--- src/rtl/serial_adder_ctrl.sv ---
// serial_adder_ctrl
// Bit-serial adder sequencer around a single full-adder cell and a carry
// flip-flop. Operands arrive over a valid/ready handshake, are added one bit
// per clock LSB first, and the result is offered over a second valid/ready
// handshake.
//
// Optional feature macro: SERIAL_ADDER_SUB_EN
//   When defined, an extra input 'sub' selects a-b (two's complement: ~b and
//   initial carry 1, cin ignored). cout=1 then means "no borrow".
//
// Ports:
//   clk        rising-edge clock
//   rst        synchronous active-high reset
//   in_valid   operand bundle valid
//   in_ready   block can accept operands (IDLE and not in reset)
//   a, b       WIDTH-bit operands
//   cin        initial carry-in
//   sub        (SERIAL_ADDER_SUB_EN only) subtract select
//   out_valid  result valid (DONE state)
//   out_ready  downstream accepts result
//   sum        WIDTH-bit result
//   cout       final carry-out
//   busy       high while bits are being added
module serial_adder_ctrl #(
    parameter int WIDTH = 8
) (
    input  logic             clk,
    input  logic             rst,
    input  logic             in_valid,
    output logic             in_ready,
    input  logic [WIDTH-1:0] a,
    input  logic [WIDTH-1:0] b,
    input  logic             cin,
`ifdef SERIAL_ADDER_SUB_EN
    input  logic             sub,
`endif
    output logic             out_valid,
    input  logic             out_ready,
    output logic [WIDTH-1:0] sum,
    output logic             cout,
    output logic             busy
);

    localparam int CW = (WIDTH > 1) ? $clog2(WIDTH) : 1;

    localparam logic [1:0] IDLE = 2'b00;
    localparam logic [1:0] ADD  = 2'b01;
    localparam logic [1:0] DONE = 2'b10;

    localparam logic [CW-1:0] LAST_BIT = CW'(WIDTH - 1);

    // Full-adder cell: returns {carry, sum}.
    function automatic logic [1:0] full_add(input logic x, input logic y, input logic c);
        return {(x & y) | (x & c) | (y & c), x ^ y ^ c};
    endfunction

    logic [1:0]       state_r;
    logic [WIDTH-1:0] a_sh_r;
    logic [WIDTH-1:0] b_sh_r;
    logic [WIDTH-1:0] res_r;
    logic             carry_r;
    logic [CW-1:0]    cnt_r;

    logic [1:0]       fa_s;
    logic [WIDTH-1:0] b_load_s;
    logic             c_load_s;

    assign fa_s = full_add(a_sh_r[0], b_sh_r[0], carry_r);

    // Operand preparation at the accept edge (subtract inverts b and forces carry 1).
    always_comb begin
        b_load_s = b;
        c_load_s = cin;
`ifdef SERIAL_ADDER_SUB_EN
        if (sub) begin
            b_load_s = ~b;
            c_load_s = 1'b1;
        end else begin
            b_load_s = b;
            c_load_s = cin;
        end
`endif
    end

    // Sequencer: capture, bit-serial add, then hold result until handshake.
    always_ff @(posedge clk) begin
        if (rst) begin
            state_r <= IDLE;
            a_sh_r  <= {WIDTH{1'b0}};
            b_sh_r  <= {WIDTH{1'b0}};
            res_r   <= {WIDTH{1'b0}};
            carry_r <= 1'b0;
            cnt_r   <= {CW{1'b0}};
        end else begin
            case (state_r)
                IDLE: begin
                    if (in_valid) begin
                        a_sh_r  <= a;
                        b_sh_r  <= b_load_s;
                        carry_r <= c_load_s;
                        res_r   <= {WIDTH{1'b0}};
                        cnt_r   <= {CW{1'b0}};
                        state_r <= ADD;
                    end
                end
                ADD: begin
                    carry_r <= fa_s[1];
                    a_sh_r  <= {1'b0, a_sh_r[WIDTH-1:1]};
                    b_sh_r  <= {1'b0, b_sh_r[WIDTH-1:1]};
                    res_r   <= {fa_s[0], res_r[WIDTH-1:1]};
                    // Counter parks at the last bit rather than wrapping.
                    if (cnt_r == LAST_BIT) begin
                        state_r <= DONE;
                    end else begin
                        cnt_r <= cnt_r + CW'(1);
                    end
                end
                DONE: begin
                    if (out_ready) begin
                        state_r <= IDLE;
                    end
                end
                default: begin
                    state_r <= IDLE;
                end
            endcase
        end
    end

    // in_ready is also gated by rst so nothing is offered during reset.
    assign in_ready  = (state_r == IDLE) && !rst;
    assign out_valid = (state_r == DONE);
    assign busy      = (state_r == ADD);
    assign sum       = res_r;
    assign cout      = carry_r;

endmodule

--- config.mk ---
export PLATFORM = sky130hd
export DESIGN_NAME = serial_adder_ctrl
export DESIGN_NICKNAME = d
export VERILOG_FILES = /design/src/rtl/serial_adder_ctrl.sv
export SDC_FILE = /design/constraint.sdc
export NUM_CORES = 1
export LEC_CHECK = 0
export ABC_AREA = 0
export CAP_MARGIN = 15
export CORE_MARGIN = 5
export CORE_UTILIZATION = 52
export DETAILED_ROUTE_END_ITERATION = 8
export PLACE_DENSITY = 0.84
export SLEW_MARGIN = 20
export SYNTH_ARGS = -nofsm -noshare
export SYNTH_HDL_FRONTEND = slang
export SYNTH_SLANG_ARGS = --single-unit
--- constraint.sdc ---
create_clock -name clk -period 2.6 [get_ports clk]
set_input_delay 0.52 -clock clk [delete_from_list [all_inputs] [get_ports clk]]
set_output_delay 0.52 -clock clk [all_outputs]
set_load 0.005 [all_outputs]
Yosys cells after proc, flatten, opt, wreduce, memory -nomap -nowiden. Index checks and enable logic that the tools add are counted.

Bitwise operators: 7. Add/sub/neg operators: 1. Eq/ne operators: 7. Reductions and logical operators: 7. Multiplexer cells: 15.

Operators with widths (number): 8-bit one-hot mux with 2 select lines (3); 8-bit 2-to-1 mux (3); 2-bit 2-to-1 mux (3); 3-bit 2-to-1 mux (2); 2-bit one-hot mux with 3 select lines (1); 3-bit one-hot mux with 2 select lines (1); 3-bit AND reduction (2); 2-bit by 1-bit inequality test with 1-bit output, second input constant (2); 2-bit inequality test, second input constant (2); 3-bit by 1-bit adder with 3-bit output, second input constant (1); 1-bit AND (3); 3-bit == test, second input constant (1); 2-bit by 1-bit == test with 1-bit output, second input constant (1); 2-bit == test, second input constant (1); 2-bit zero test (1); 1-bit OR (2); 1-bit one-hot mux with 2 select lines (1); 2-bit AND reduction (1); 2-bit nonzero test (1); 1-bit XOR (2); 1-bit logical AND (1); 1-bit zero test (1); 1-bit 2-to-1 mux (1).

Register bits: 30. Input port bits: 21. Output and inout port bits: 12. Word-level logic and storage cells: 43.

Depth between registers and ports, before layout.
Depth in word-level cells: 4. Gate-level depth with buffers: 5. Depth with buffers taken out: 5.

Worst setup path after synthesis. No wires, ideal clock.

Kind: input port to output port. From: input rst. To: output in_ready. Path slack: 1.210 ns. Required time: 2.080 ns. Buffers on the path: 1. Data arrival time: 0.870 ns. Stages: 2. Path through: clkbuf_1 > nor3_1.

Cells in the longest elaborated chain, start to end: 2.

RTL lines: from (decl) (RTL line 28) `input logic rst,`; 1-bit zero test (RTL line 131) `assign in_ready = (state_r == IDLE) && !rst;`; 1-bit logical AND (RTL line 131); to (decl) (RTL line 30) `output logic in_ready,`.

Every way passes these cells.

Worst setup path in the final report.
From: register state_r[0]. To: output busy.

Cells in the longest elaborated chain, start to end: 1.

RTL lines: from (decl) (RTL line 57) `logic [1:0] state_r;`; from (signal assigned) (RTL line 88) `state_r <= IDLE;`; from (signal assigned) (RTL line 103) `state_r <= ADD;`; from (signal assigned) (RTL line 113) `state_r <= DONE;`; 2-bit by 1-bit == test with 1-bit output (RTL line 133) `assign busy = (state_r == ADD);`; to (decl) (RTL line 41) `output logic busy`.

Every way passes these cells.

==> load_flow_metrics.sql <==
INSERT INTO impl_metrics (metric_group, metric, value, unit) VALUES
('finish', 'nFillCells', '204', ''),
('worst_setup_path', 'worst_path_slowest_cell', 'clkdlybuf4s50_1', ''),
('sta', 'hold_viol', '0', ''),
('logic_synthesis', 'synth_area_leaders', 'dfxtp_1 (45%), mux2i_1 (12%), a211oi_1 (8.4%)', ''),
('die', 'ios', '33', ''),
('placed_design', 'hpwlAfterDp', '1990', 'um'),
('global_route', 'global_route.usage.total', '17.2', '%'),
('status', 'run_status', 'completed', ''),
('cts', 'clk_path_buf_depth', '2', ''),
('cts', 'clkSlewWorstSetupHoldPaths', '0.09', 'ns'),
('finish', 'layout.cell_area.non_filler', '1690', 'sq um'),
('worst_setup_path', 'cp_peak_stage_delay', '0.52', 'ns'),
('power', 'power.share.switching', '26.0', '%'),
('worst_setup_path', 'worst_ep_required_time', '2.08', 'ns'),
('placed_design', 'total_placed_cells_including_tap_cells', '196', ''),
('finish', 'num-nets-final', '197', ''),
('sta', 'worst_slew_margin_rel', '62.5', '%'),
('worst_setup_path', 'path_class', 'reg2out', ''),
('power', 'power_per_cell_area', '534', 'nW/um^2'),
('die', 'design.die.area', '3690', 'sq um'),
('logic_synthesis', 'synthDominantAreaCellType', 'dfxtp_1', ''),
('logic_synthesis', 'syn_area', '1340', 'sq um'),
('logic_synthesis', 'synth_cells', '142', ''),
('finish', 'multi_input_comb_area', '631', 'sq um'),
('die', 'placementRows', '18', ''),
('sta', 'setup_repair_after_global_routing_missed_its_margin', 'no', ''),
('worst_setup_path', 'critical_path.endpoint_type', 'primary output', ''),
('global_route', 'grt_max_degree', '31', ''),
('power', 'power_leakage', '0.657', 'nW'),
('logic_synthesis', 'synth.net_count', '166', ''),
('worst_setup_path', 'cp_cell_instances', 'nor2b_1 -> buf_4 -> clkdlybuf4s50_1', ''),
('worst_setup_path', 'worst_path_dominant_cell_family', 'buffers and inverters', ''),
('power', 'post-layout-total-power', '0.000902', 'W'),
('die', 'dieWidth', '60.7', 'um'),
('sta', 'finalClockSkew', '0.0104', 'ns'),
('cts', 'htreeDepth', '2', ''),
('sta', 'tightest_slew', '0.563', 'ns'),
('worst_setup_path', 'worstPathMaxFanout', '10', ''),
('cts', 'numClockSinks', '30', ''),
('global_route', 'vias_in_the_first_global_route', '1118', ''),
('logic_synthesis', 'synthDominantCellAreaShare', '44.9', '%'),
('power', 'p_clk_share', '28.1', '%'),
('sta', 'final-setup-viol-count', '0', ''),
('placed_design', 'io_buffer_count', '32', ''),
('routing', 'drt_pass1_iterations', '4', ''),
('logic_synthesis', 'synth-seq-cells', '30', ''),
('routing', 'num_vias', '1106', ''),
('sta', 'finalCriticalPeriod', '2.23', 'ns'),
('finish', 'antenna_cells', '0', ''),
('routing', 'drtIter0Drc', '57', ''),
('worst_setup_path', 'worst_ep_arrival_time', '1.71', 'ns'),
('cts', 'worst_skew_pair.late_latency', '0.33', 'ns'),
('sta', 'upper_clock_frequency_limit', '0.449', 'GHz'),
('power', 'internal_power', '0.000667', 'W'),
('cts', 'postCtsResizedCells', '0', ''),
('power', 'seq_power_share', '55.9', '%'),
('logic_synthesis', 'synth_cell_types', '25', ''),
('routing', 'routed_wire_length_per_instance', '13.7', 'um'),
('routing', 'route.detailed.drc', '0', ''),
('global_route', 'grt_antenna_before_repair', '0', ''),
('finish', 'drive_gt1_share', '6.36', '%'),
('die', 'die-height', '60.7', 'um'),
('sta', 'final.period_utilization', '85.7', '%'),
('sta', 'whs', '0.503', 'ns'),
('routing', 'route.final.wire_length', '2780', 'um'),
('placed_design', 'detailed_place.area', '1650', 'sq um'),
('hold_path', 'min_path_type', 'reg2reg', ''),
('cts', 'tritoncts', 'yes', ''),
('worst_setup_path', 'critical_path.n_buffers_inverters', '2', ''),
('routing', 'average_vias_per_placed_instance', '5.45', ''),
('die', 'placeableCoreArea', '2480', 'sq um');
worst reg2reg max path: stages (launching register included):
cell and delay [ns]:
dfxtp_1 0.51, buf_4 0.25, o21ba_2 0.52, nor2_1 0.09, a211oi_1 0.25
synth_stat cells, drive strengths merged:
master   number
a211oi       15
a21oi         3
a22oi         9
a31oi         3
buf           9
clkbuf        3
dfxtp        30
fa            1
ha            2
inv           7
mux2i        16
nand2         3
nand3         4
nand4bb       1
nor2         27
nor2b         2
nor3          2
nor4b         1
nor4bb        1
o21ai         1
o21ba         1
o21bai        1
logic make-up after synthesis:
group | synth area share, %
multiplexers | 12.0
adder cells (fa/ha/maj) | 3.36
AO/OA/AOI/OAI | 17.9
buffers and inverters | 8.04
flip-flops | 44.9
AND/OR/NAND/NOR | 13.8
state kept, by name (all words and copies together), names as in the netlist:
name and cells:
cnt_r 3, a_sh_r 8, cout 1, sum 8, b_sh_r 8, state_r 2
power by group through the flow:
stage	sequential, W	combinational [W]	clock [W]
2_1_floorplan	0.000509	0.0000967	0
3_3_place_gp	0.000513	0.000140	0
3_5_place_dp	0.000515	0.000145	0
4_1_cts	0.000504	0.000146	0.000258
5_1_grt	0.000508	0.000162	0.000274
6_report	0.000504	0.000145	0.000253
final timing paths:
path	to	start	depth (start not counted)	slack (ns)
hold / removal	a_sh_r[3]	a_sh_r[3]	2	0.50
setup reg to reg	b_sh_r[2]	state_r[0]	4	0.87
setup / recovery	busy	state_r[0]	3	0.37
hold reg to reg	a_sh_r[3]	a_sh_r[3]	2	0.50
layer usage:
| layer | vias up | global-route usage, % | wire length (um) | part of all wire [%] |
|---|---|---|---|---|
| met3 | 6 | 7.23 | 145 | 5.2 |
| met5 | - | 0 | 0 | 0 |
| met1 | 518 | 19.7 | 1200 | 43 |
| met2 | 18 | 28.7 | 1390 | 50 |
| li1 | 564 | - | - | - |
| met4 | 0 | 6.19 | 44 | 1.6 |
stage by stage:
| stage | setup WS, ns | util (%) |
|---|---|---|
| after floorplan | 1.21 | - |
| after global placement | 0.449 | 66.4 |
| after detailed placement | 0.433 | 66.4 |
| after CTS | 0.348 | 68.2 |
| after global routing | 0.243 | 68.2 |
| final | 0.371 | 68.2 |
layout make-up:
type,instances,share of cell area [%]
clock buffer,7,2.66
inverter,7,1.55
multi-input combinational,93,37.3
sequential,30,35.5
tap,30,2.22
timing repair buffer,36,20.7
No activity file was read; power rests on OpenSTA's default activity.
